$ cat config.mk
export PLATFORM = sky130hd
export DESIGN_NAME = i2c_codec_responder
export DESIGN_NICKNAME = d
export VERILOG_FILES = /design/src/rtl/i2c_codec_responder.sv
export SDC_FILE = /design/constraint.sdc
export NUM_CORES = 1
export LEC_CHECK = 0
export BUFFER_PORTS_ARGS = -buffer_cell sky130_fd_sc_hd__buf_2
export CORE_MARGIN = 5
export CORE_UTILIZATION = 31
export CTS_CLUSTER_SIZE = 28
export DETAILED_ROUTE_END_ITERATION = 8
export PLACE_DENSITY = 0.43
export SYNTH_ARGS = -nofsm -noshare
export SYNTH_HDL_FRONTEND = slang
export SYNTH_SLANG_ARGS = --single-unit
$ cat constraint.sdc
create_clock -name clk -period 6.77 [get_ports clk]
set_input_delay 0.3385 -clock clk [delete_from_list [all_inputs] [get_ports clk]]
set_output_delay 0.3385 -clock clk [all_outputs]
set_load 0.005 [all_outputs]
$ cat src/rtl/i2c_codec_responder.sv
// rtl/i2c_codec_responder.sv - write-only I2C responder modelling the WM8731 control port
module i2c_codec_responder #(
  parameter logic [6:0] DEV_ADDR  = 7'b0011010,
  parameter int         NUM_REGS  = 10,
  parameter logic [6:0] RESET_REG = 7'h0F
) (
  input  logic       clk,
  input  logic       reset,
  input  logic       scl_in,
  input  logic       sda_in,
  output logic       sda_oe,
  output logic       reg_wr_tick,
  output logic [6:0] reg_addr,
  output logic [8:0] reg_data,
  input  logic [6:0] rd_addr,
  output logic [8:0] rd_data,
  output logic       busy
);

  localparam int IW = (NUM_REGS > 1) ? $clog2(NUM_REGS) : 1;

  localparam logic [3:0] S_IDLE   = 4'd0;
  localparam logic [3:0] S_ADDR   = 4'd1;
  localparam logic [3:0] S_ACK_A  = 4'd2;
  localparam logic [3:0] S_BYTE1  = 4'd3;
  localparam logic [3:0] S_ACK_1  = 4'd4;
  localparam logic [3:0] S_BYTE2  = 4'd5;
  localparam logic [3:0] S_ACK_2  = 4'd6;
  localparam logic [3:0] S_COMMIT = 4'd7;
  localparam logic [3:0] S_IGNORE = 4'd8;

  logic       scl_s1, scl_s2, scl_d;
  logic       sda_s1, sda_s2, sda_d;
  logic       scl_rise, scl_fall, start_det, stop_det;
  logic [3:0] state;
  logic [3:0] bit_cnt;
  logic [7:0] shreg;
  logic [7:0] byte1;
  logic       oe_q;
  logic       in_ack;
  logic [8:0] regs [NUM_REGS];

  // Synchronizers reset to the idle bus level so leaving reset never fakes an edge.
  always_ff @(posedge clk) begin
    if (reset) begin
      scl_s1 <= 1'b1;
      scl_s2 <= 1'b1;
      scl_d  <= 1'b1;
      sda_s1 <= 1'b1;
      sda_s2 <= 1'b1;
      sda_d  <= 1'b1;
    end else begin
      scl_s1 <= scl_in;
      scl_s2 <= scl_s1;
      scl_d  <= scl_s2;
      sda_s1 <= sda_in;
      sda_s2 <= sda_s1;
      sda_d  <= sda_s2;
    end
  end

  assign scl_rise  = scl_s2 & ~scl_d;
  assign scl_fall  = ~scl_s2 & scl_d;
  assign start_det = scl_s2 & scl_d & sda_d & ~sda_s2;
  assign stop_det  = scl_s2 & scl_d & ~sda_d & sda_s2;

  always_ff @(posedge clk) begin
    if (reset) begin
      state       <= S_IDLE;
      bit_cnt     <= 4'd0;
      shreg       <= 8'd0;
      byte1       <= 8'd0;
      oe_q        <= 1'b0;
      reg_wr_tick <= 1'b0;
      reg_addr    <= 7'd0;
      reg_data    <= 9'd0;
      for (int i = 0; i < NUM_REGS; i++) regs[i] <= 9'd0;
    end else begin
      reg_wr_tick <= 1'b0;

      // The commit is already decided once COMMIT is reached, even if a bus event lands now.
      if (state == S_COMMIT) begin
        reg_wr_tick <= 1'b1;
        reg_addr    <= byte1[7:1];
        reg_data    <= {byte1[0], shreg};
        if (byte1[7:1] == RESET_REG) begin
          for (int i = 0; i < NUM_REGS; i++) regs[i] <= 9'd0;
        end else if (byte1[7:1] < 7'(NUM_REGS)) begin
          regs[byte1[IW:1]] <= {byte1[0], shreg};
        end
      end

      if (start_det) begin
        state   <= S_ADDR;
        bit_cnt <= 4'd0;
        oe_q    <= 1'b0;
      end else if (stop_det) begin
        state   <= S_IDLE;
        bit_cnt <= 4'd0;
        oe_q    <= 1'b0;
      end else begin
        case (state)
          S_IDLE: ;
          S_ADDR, S_BYTE1, S_BYTE2: begin
            if (scl_rise && bit_cnt != 4'd8) begin
              shreg   <= {shreg[6:0], sda_s2};
              bit_cnt <= bit_cnt + 4'd1;
            end else if (scl_fall && bit_cnt == 4'd8) begin
              bit_cnt <= 4'd0;
              if (state == S_ADDR) begin
                if (shreg == {DEV_ADDR, 1'b0}) begin
                  state <= S_ACK_A;
                  oe_q  <= 1'b1;
                end else begin
                  state <= S_IGNORE;
                end
              end else if (state == S_BYTE1) begin
                byte1 <= shreg;
                state <= S_ACK_1;
                oe_q  <= 1'b1;
              end else begin
                state <= S_ACK_2;
                oe_q  <= 1'b1;
              end
            end
          end
          S_ACK_A, S_ACK_1, S_ACK_2: begin
            if (scl_fall) begin
              oe_q <= 1'b0;
              if (state == S_ACK_A)      state <= S_BYTE1;
              else if (state == S_ACK_1) state <= S_BYTE2;
              else                       state <= S_COMMIT;
            end
          end
          S_COMMIT: state <= S_IGNORE;
          S_IGNORE: ;
          default:  state <= S_IDLE;
        endcase
      end
    end
  end

  assign in_ack  = (state == S_ACK_A) || (state == S_ACK_1) || (state == S_ACK_2);
  assign sda_oe  = oe_q & in_ack & ~start_det & ~stop_det;
  assign busy    = (state != S_IDLE);
  assign rd_data = (rd_addr < 7'(NUM_REGS)) ? regs[rd_addr[IW-1:0]] : 9'd0;

endmodule

Word-level counts from Yosys, hierarchy flattened
Memory sizes are Yosys's and may differ from the RTL's.
Index checks and enable logic that the tools add are counted.
W data, S select, Z words.

operators by class
  $add $sub $neg = 1
  order comparisons = 2
  eq/ne operators = 20
  muxes and demuxes = 45
  bitwise gates (word level) = 29
  reductions and logical operators = 19

operator list
  operator               count
  $mux W9                12
  $mux W4                8
  $mux W1                20
  $eq A4 B3 Y1 const B   4
  $ne A4 B4 Y1 const B   4
  $pmux W4 S4            1
  $lt A7 B4 Y1 const B   2
  $reduce_and A4 Y1      3
  $and A1 B1 Y1          10
  $or A1 B1 Y1           10
  $not A1 Y1             9
  $reduce_or A3 Y1       3
  $reduce_or A9 Y1       1
  $eq A4 B2 Y1 const B   2
  $eq A4 B4 Y1 const B   2
  $eq A8 B6 Y1 const B   1
  $eq A7 B4 Y1 const B   1
  $reduce_and A7 Y1      1
  $ne A2 B2 Y1 const B   3
  $reduce_and A5 Y1      1
  $add A4 B1 Y4 const B  1
  $eq A4 B1 Y1 const B   1
  $logic_not A4 Y1       1
  $mux W2                2
  other kinds (10)       13

storage, ports and cells
  flip-flop bits (word level) = 48
  bits in writable memories = 90
  bits of input ports = 11
  memories = 1

memories
  name  words  width  read ports  clocked after Yosys merged registers in  wr ports  line  text
  regs  10     9      1           0                                        10        41    logic [8:0] regs [NUM_REGS];

Longest topological paths before layout
Gate-level depths: netlist of run 1.

  depth after elaboration = 8
  gate-level depth with buffers = 7
  depth with buffers taken out = 6

Least setup slack after synthesis of run 1
OpenSTA, ideal clock, no wires.

  path type = flip-flop to flip-flop
  start = register state[2]
  end = memory regs[5][0], enable pin
  library setup time = 387 ps
  arrival = 1748 ps
  data required time = 6383 ps
  setup slack = 4634 ps
  stages on the path, launching flop included = 6
  path buffers = 2
  period minus slack after synthesis = 2136 ps
  cells stage by stage = dfxtp_1 -> buf_2 -> and4b_1 -> buf_6 -> nand4_4 -> o21ai_0

RTL lines
  what                    line  text
  from (decl)             35    logic [3:0] state;
  from (signal assigned)  69    state <= S_IDLE;
  from (signal assigned)  94    state <= S_ADDR;
  from (signal assigned)  98    state <= S_IDLE;
  to (decl)               41

==> flow_metrics.env, run 1 <==
export IMPL_io_pins=39
export IMPL_clockBufferDepth=2
export IMPL_power_density_nw_per_um2=258
export IMPL_multi_input_area_um2=2660
export IMPL_initial_core_util_pct=31.3
export IMPL_holdCritPathClass="input port to flip-flop"
export IMPL_synth_async_sr_flop_share_pct=0
export IMPL_maxCapViolCount=0
export IMPL_layout_nets=612
export IMPL_hold_viol_final=0
export IMPL_synth_edf_count=90
export IMPL_core_area_um2=20900
export IMPL_synthDistinctLibCells=60
export IMPL_num_rows=53
export IMPL_startpoint_type="flip-flop"
export IMPL_relSlewSlack_pct=18.9
export IMPL_clock_sinks=138
export IMPL_syn_nets=588
export IMPL_worstMarginPinSlew_ns=1.20
export IMPL_fin_hold_ws_ns=0.101
export IMPL_ir_worst_vdd_mv=0.180
export IMPL_synth_top_family_by_area="simple AND/OR/NAND/NOR gates"
export IMPL_endpoint_kind="flip-flop"
export IMPL_routedWlPerCell_um=18.2
export IMPL_clockRootBuffer="clkbuf_16"
export IMPL_track_usage_pct=13.8
export IMPL_n_antenna_cell=0
export IMPL_clk_latency_ns=0.42
export IMPL_dr_pass1_iters=4
export IMPL_ys_ff_latch=138
export IMPL_crit_arrival_ns=3.22
export IMPL_synthXorXnorAreaFrac_pct=0.268
export IMPL_status="completed"
export IMPL_synth_fa_ha_area_share_pct=0.382
export IMPL_grt_pass1_vias=4204
export IMPL_clock_skew_ns=0.00776
export IMPL_grt_pass1_wl_mm=25.0
export IMPL_synth_area_per_cell_um2=11.4
export IMPL_slew_viol_final=0
export IMPL_area_delta_synth_final_pct=14.9
export IMPL_hpwl_mm=11.0
export IMPL_crit_required_ns=6.80
export IMPL_setup_viol=0
export IMPL_vias_per_cell=4.86
export IMPL_dieArea_um2=24100
export IMPL_path_class="flip-flop to flip-flop"
export IMPL_synth_compound_area_share_pct=10.5
export IMPL_syn_cell_area_um2=6550
export IMPL_clock_fmax_ghz=0.314
export IMPL_cts_tree="yes"
export IMPL_antenna_found_initial=0
export IMPL_min_period_ns=3.19
export IMPL_drtAntennaViolNets=0
export IMPL_port_buffers=38
export IMPL_seq_area_um2=3660
export IMPL_cts_max_level=4
export IMPL_cts_resized=0
export IMPL_routabilityCongestion=0.804
export IMPL_fin_setup_tns_ns=0
export IMPL_routed_wl_mm=16.2
export IMPL_yosysWarnings=0
export IMPL_drc_errors=0
export IMPL_path_clk_slew_ns=0.06
export IMPL_final_period_utilization_pct=47.1
export IMPL_rsz0062_at_grt="false"
export IMPL_worstPathMaxFanout=20
export IMPL_numCtsBuffers=17
export IMPL_dieWidth_um=155
export IMPL_synth_ff_type="edfxtp_1"
export IMPL_drive_gt1_share_pct=15.5
export IMPL_power_leakage_nw=2.84
export IMPL_grt_max_degree=46
export IMPL_yosys_area_share_simple_pct=21.1
export IMPL_synthMuxAreaShare_pct=8.41
export IMPL_hold_buffers=0
export IMPL_initialDrtViolationCount=299
export IMPL_yosysSeqAreaShare_pct=56.0
export IMPL_die_y_um=155
export IMPL_fillers=2054
export IMPL_overflow=0
export IMPL_cts_setup_buffers=0
export IMPL_via_count=4309
export IMPL_postSynthCellCount=575
## through the flow
step	instance area (um2)	std cells	worst slack [ns]	util, %	power [W]
2_1_floorplan	6550	575	4.63	-	0.00101
3_3_place_gp	6910	854	3.65	33.1	0.00104
3_5_place_dp	6910	854	3.49	33.1	0.00104
4_1_cts	7520	886	3.48	36.0	0.00197
5_1_grt	7520	887	3.29	36.0	0.00202
6_report	7520	887	3.58	36.0	0.00194
## synthesized netlist by cell type, types with 2 or more instances
master / number / area [um2]
and2_1: 90 / 563
edfxtp_1: 90 / 2700
mux2i_1: 55 / 551
dfxtp_1: 48 / 961
nand2_1: 45 / 169
a21oi_1: 31 / 155
clkbuf_1: 23 / 86.3
nor2_1: 21 / 78.8
o21ai_0: 19 / 95.1
nand3_1: 13 / 65.1
nand2b_1: 12 / 75.1
nand3b_1: 11 / 82.6
a32o_1: 9 / 90.1
o211a_1: 9 / 90.1
o32ai_1: 9 / 78.8
inv_1: 8 / 30.0
or2_2: 7 / 43.8
nor3_1: 6 / 30.0
buf_2: 5 / 25.0
buf_6: 5 / 56.3
nor3_2: 4 / 40.0
or2b_1: 4 / 30.0
buf_4: 3 / 22.5
nor2_2: 3 / 18.8
nor2b_1: 3 / 18.8
or3_1: 3 / 18.8
a21o_1: 2 / 15.0
a31oi_1: 2 / 12.5
and3b_1: 2 / 17.5
ha_1: 2 / 25.0
nand4_1: 2 / 12.5
## report_power, final
group	total [W]	internal, W	switching (W)
Sequential	0.000934	0.000924	0.0000105
Clock	0.000920	0.000575	0.000345
Combinational	0.0000882	0.0000329	0.0000554
Total	0.00194	0.00153	0.000411
## worst paths after layout
kind,startpoint,end,slack (ns),cells after the start
worst max-delay path,state[0],regs[2][8],3.58,3
worst min-delay path,sda_in,sda_s1,0.10,2
worst max register to register,state[0],regs[2][8],3.58,3
worst min register to register,scl_s1,scl_s2,0.41,1
## cells by family after synthesis
family / Yosys count
AOI/OAI and AO/OA: 97
DFF: 138
buffers and inverters: 45
and+or+nand+nor: 236
muxes: 55
xor gates and xnor gates: 2
adders and majority gates: 2
## sequential cells by signal (all words and copies together), names as in the netlist
name / count
regs: 90
shreg: 8
sda_d: 1
bit_cnt: 4
reg_wr_tick: 1
scl_d: 1
scl_s2: 1
byte1: 8
reg_data: 9
reg_addr: 7
sda_s2: 1
state: 4
sda_s1: 1
oe_q: 1
scl_s1: 1
## critical path, stage by stage (launching register included)
cell and delay (ns):
dfxtp_1 0.56, and4b_1 0.80, nand4b_2 0.40, o21ai_0 1.04
## metal layers
| layer | routed length (um) | global-route usage, % |
|---|---|---|
| met4 | 263 | 4.84 |
| met3 | 613 | 2.92 |
| met5 | 0 | 0 |
| met2 | 7340 | 21.0 |
| met1 | 7950 | 19.4 |
## cell usage in the layout (no fill, tap or decap), types with 2 or more instances in the layout
| cell type | synthesis | layout |
|---|---|---|
| nor2_1 | 21 | 21 |
| a21oi_1 | 31 | 31 |
| clkinv_4 | 0 | 2 |
| edfxtp_1 | 90 | 90 |
| dfxtp_1 | 48 | 48 |
| a32o_1 | 9 | 9 |
| o21ai_0 | 19 | 19 |
| inv_4 | 0 | 2 |
| a21o_1 | 2 | 2 |
| clkinv_2 | 0 | 2 |
| nand2_1 | 45 | 45 |
| or3_1 | 3 | 3 |
| and3b_1 | 2 | 2 |
| buf_4 | 3 | 3 |
| nor3_1 | 6 | 6 |
| nand4_1 | 2 | 2 |
| clkbuf_8 | 0 | 4 |
| mux2i_1 | 55 | 55 |
| nor2b_1 | 3 | 3 |
| nand3_1 | 13 | 13 |
| clkbuf_16 | 0 | 20 |
| buf_2 | 5 | 39 |
| nand3b_1 | 11 | 11 |
| nand2b_1 | 12 | 12 |
| nor3_2 | 4 | 4 |
| or2b_1 | 4 | 4 |
| and2_1 | 90 | 90 |
| a31oi_1 | 2 | 2 |
| inv_1 | 8 | 8 |
| o32ai_1 | 9 | 9 |
| nor2_2 | 3 | 3 |
| o211a_1 | 9 | 9 |
| ha_1 | 2 | 2 |
| or2_2 | 7 | 7 |
## area by class of cell
cell class / instances / area share (%)
Multi-Input combinational cell: 392 / 35.3
Clock buffer: 25 / 7.45
Inverter: 8 / 0.399
Timing Repair Buffer: 42 / 2.89
Sequential cell: 138 / 48.7
Tap cell: 275 / 4.57
Clock inverter: 7 / 0.632
(Power assumes the default switching activity.)
==> run 2: changes to the inputs <==
Settings changed: PLACE_DENSITY 0.43 to 0.45.
Clock period 6.77 ns to 2.8 ns, I/O delays scaled along.
==> flow_metrics.env, run 2 (same netlist as run 1, synthesis figures left out) <==
export IMPL_worstMarginPinSlew_ns=0.830
export IMPL_initial_core_util_pct=31.3
export IMPL_routed_wl_mm=16.1
export IMPL_slew_viol_final=0
export IMPL_hold_viol_final=0
export IMPL_n_antenna_cell=0
export IMPL_fin_cells=905
export IMPL_setup_viol=0
export IMPL_die_y_um=155
export IMPL_status="completed"
export IMPL_clock_skew_ns=0.0116
export IMPL_num_rows=53
export IMPL_power_leakage_nw=2.91
export IMPL_path_clk_slew_ns=0.06
export IMPL_dieWidth_um=155
export IMPL_routedWlPerCell_um=17.8
export IMPL_dieArea_um2=24100
export IMPL_layout_nets=630
export IMPL_r2r_end="regs[8][1]"
export IMPL_startpoint="state[3]"
export IMPL_dp_worst_setup_slack_ns=0.462
export IMPL_largest_reg_flops=90
export IMPL_power_density_nw_per_um2=613
export IMPL_reg_largest_list="regs x90, reg_data x9"
export IMPL_drive_gt1_share_pct=17.5
export IMPL_globalRouteMet3Util_pct=2.70
export IMPL_regMostFlops="regs"
export IMPL_dr_pass1_iters=4
export IMPL_worst_path_max_delay_cell="a31oi_1"
export IMPL_grt_pass1_vias=4405
export IMPL_r2r_start="state[3]"
export IMPL_crit_buf_inv=0
export IMPL_cts_max_level=4
export IMPL_track_usage_pct=13.9
export IMPL_placed_cells_incl_taps=871
export IMPL_final_cell_mix="and2_1 (90), edfxtp_1 (90), mux2i_1 (55), dfxtp_1 (48), nand2_1 (45)"
export IMPL_final_util_pct=36.6
export IMPL_relSlewSlack_pct=44.1
export IMPL_slowest_delay_ns=0.56
export IMPL_met1_usage_pct=19.3
export IMPL_total_power_w=0.00468
export IMPL_cts_tree="yes"
export IMPL_overflow=0
export IMPL_crit_chain="and4b_1 > a31oi_1 > nand2b_1"
export IMPL_port_buffers=38
export IMPL_maxCapViolCount=0
export IMPL_crit_arrival_ns=2.34
export IMPL_holdCritPathClass="input port to flip-flop"
export IMPL_clock_sinks=138
export IMPL_clock_fmax_ghz=0.436
export IMPL_crit_required_ns=2.85
export IMPL_crit_family="simple AND/OR/NAND/NOR gates"
export IMPL_worst_path_stages=3
export IMPL_rsz0062_at_grt="false"
export IMPL_io_pins=39
export IMPL_clockBufferDepth=2
export IMPL_endpoint_kind="flip-flop"
export IMPL_drc_errors=0
export IMPL_ir_worst_vdd_mv=0.446
export IMPL_routabilityCongestion=0.810
export IMPL_grt_max_degree=42
export IMPL_grt_pass1_wl_mm=25.5
export IMPL_final_period_utilization_pct=82.0
export IMPL_path_class="flip-flop to flip-flop"
export IMPL_area_delta_synth_final_pct=16.8
export IMPL_startpoint_type="flip-flop"
export IMPL_rr_worst_depth=3
export IMPL_worstPathMaxFanout=12
export IMPL_fin_setup_tns_ns=0
export IMPL_cts_resized=0
export IMPL_numCtsBuffers=17
export IMPL_initialDrtViolationCount=292
export IMPL_vias_per_cell=4.80
export IMPL_cts_setup_buffers=0
export IMPL_crit_end="regs[8][1]"
export IMPL_use_met2_pct=21.6
export IMPL_rrSetupSlack_ns=0.50
export IMPL_via_count=4345
export IMPL_setup_slack_ns=0.505
export IMPL_antenna_found_initial=0
export IMPL_min_period_ns=2.30
export IMPL_hold_path_startpoint="reset"
export IMPL_clk_latency_ns=0.42
export IMPL_gr_max_usage_layer="met2"
export IMPL_core_area_um2=20900
export IMPL_drtAntennaViolNets=0
export IMPL_hpwl_mm=11.1
export IMPL_clockRootBuffer="clkbuf_16"
run 2: changes by cell type in the layout (fill, tap and decap cells not counted), sizes merged:
| cell | delta |
|---|---|
| buf | +16 |
| bufinv | +1 |
| clkbuf | -5 |
| clkinvlp | +1 |
| dlygate4sd3 | +2 |
| inv | +3 |
run 2: tightest hold or removal path, stage by stage:
cell and delay [ns]:
buf_2 0.14, buf_4 0.27, nor2_1 0.13
run 2: metrics by stage:
stage | area [um2] | hold slack (ns)
floorplan | 6550 | 0.244
global placement | 7040 | 0.327
detailed placement | 7040 | 0.327
CTS | 7640 | 0.292
global route | 7640 | 0.305
finish | 7640 | 0.311
run 2: area by class of cell:
cell class	count	area (um2)
clock buffer	20	478
inverter	8	30.0
multi-input combinational	392	2660
fill	2063	13200
tap	275	344
sequential	138	3660
timing repair buffer	60	360
clock inverter	12	110
run 2: worst min path at each step:
stage | end | slack [ns] | cells past startpoint
6_report | shreg[7] | 0.31 | 3
5_1_grt | shreg[2] | 0.31 | 3
2_1_floorplan | scl_s1 | 0.24 | 1
4_1_cts | shreg[3] | 0.29 | 3
3_3_place_gp | scl_s1 | 0.33 | 2
3_5_place_dp | scl_s1 | 0.33 | 2
run 2: timing repair:
action	CTS	global route
hold buffers	2	0
hold endpoints to repair	2	0
endpoints found under the setup margin	0	0
run 2: report_power, final:
group	switching (W)	total, W	internal, W
combinational	0.000139	0.000226	0.0000866
sequential	0.0000216	0.00225	0.00223
clock	0.000876	0.00220	0.00133
run 2: metal layers:
metal,part of all wire [%],vias to the layer above
met4,1.8,0
met3,3.0,18
met1,50,2083
met5,0,-
met2,46,81
li1,-,2163
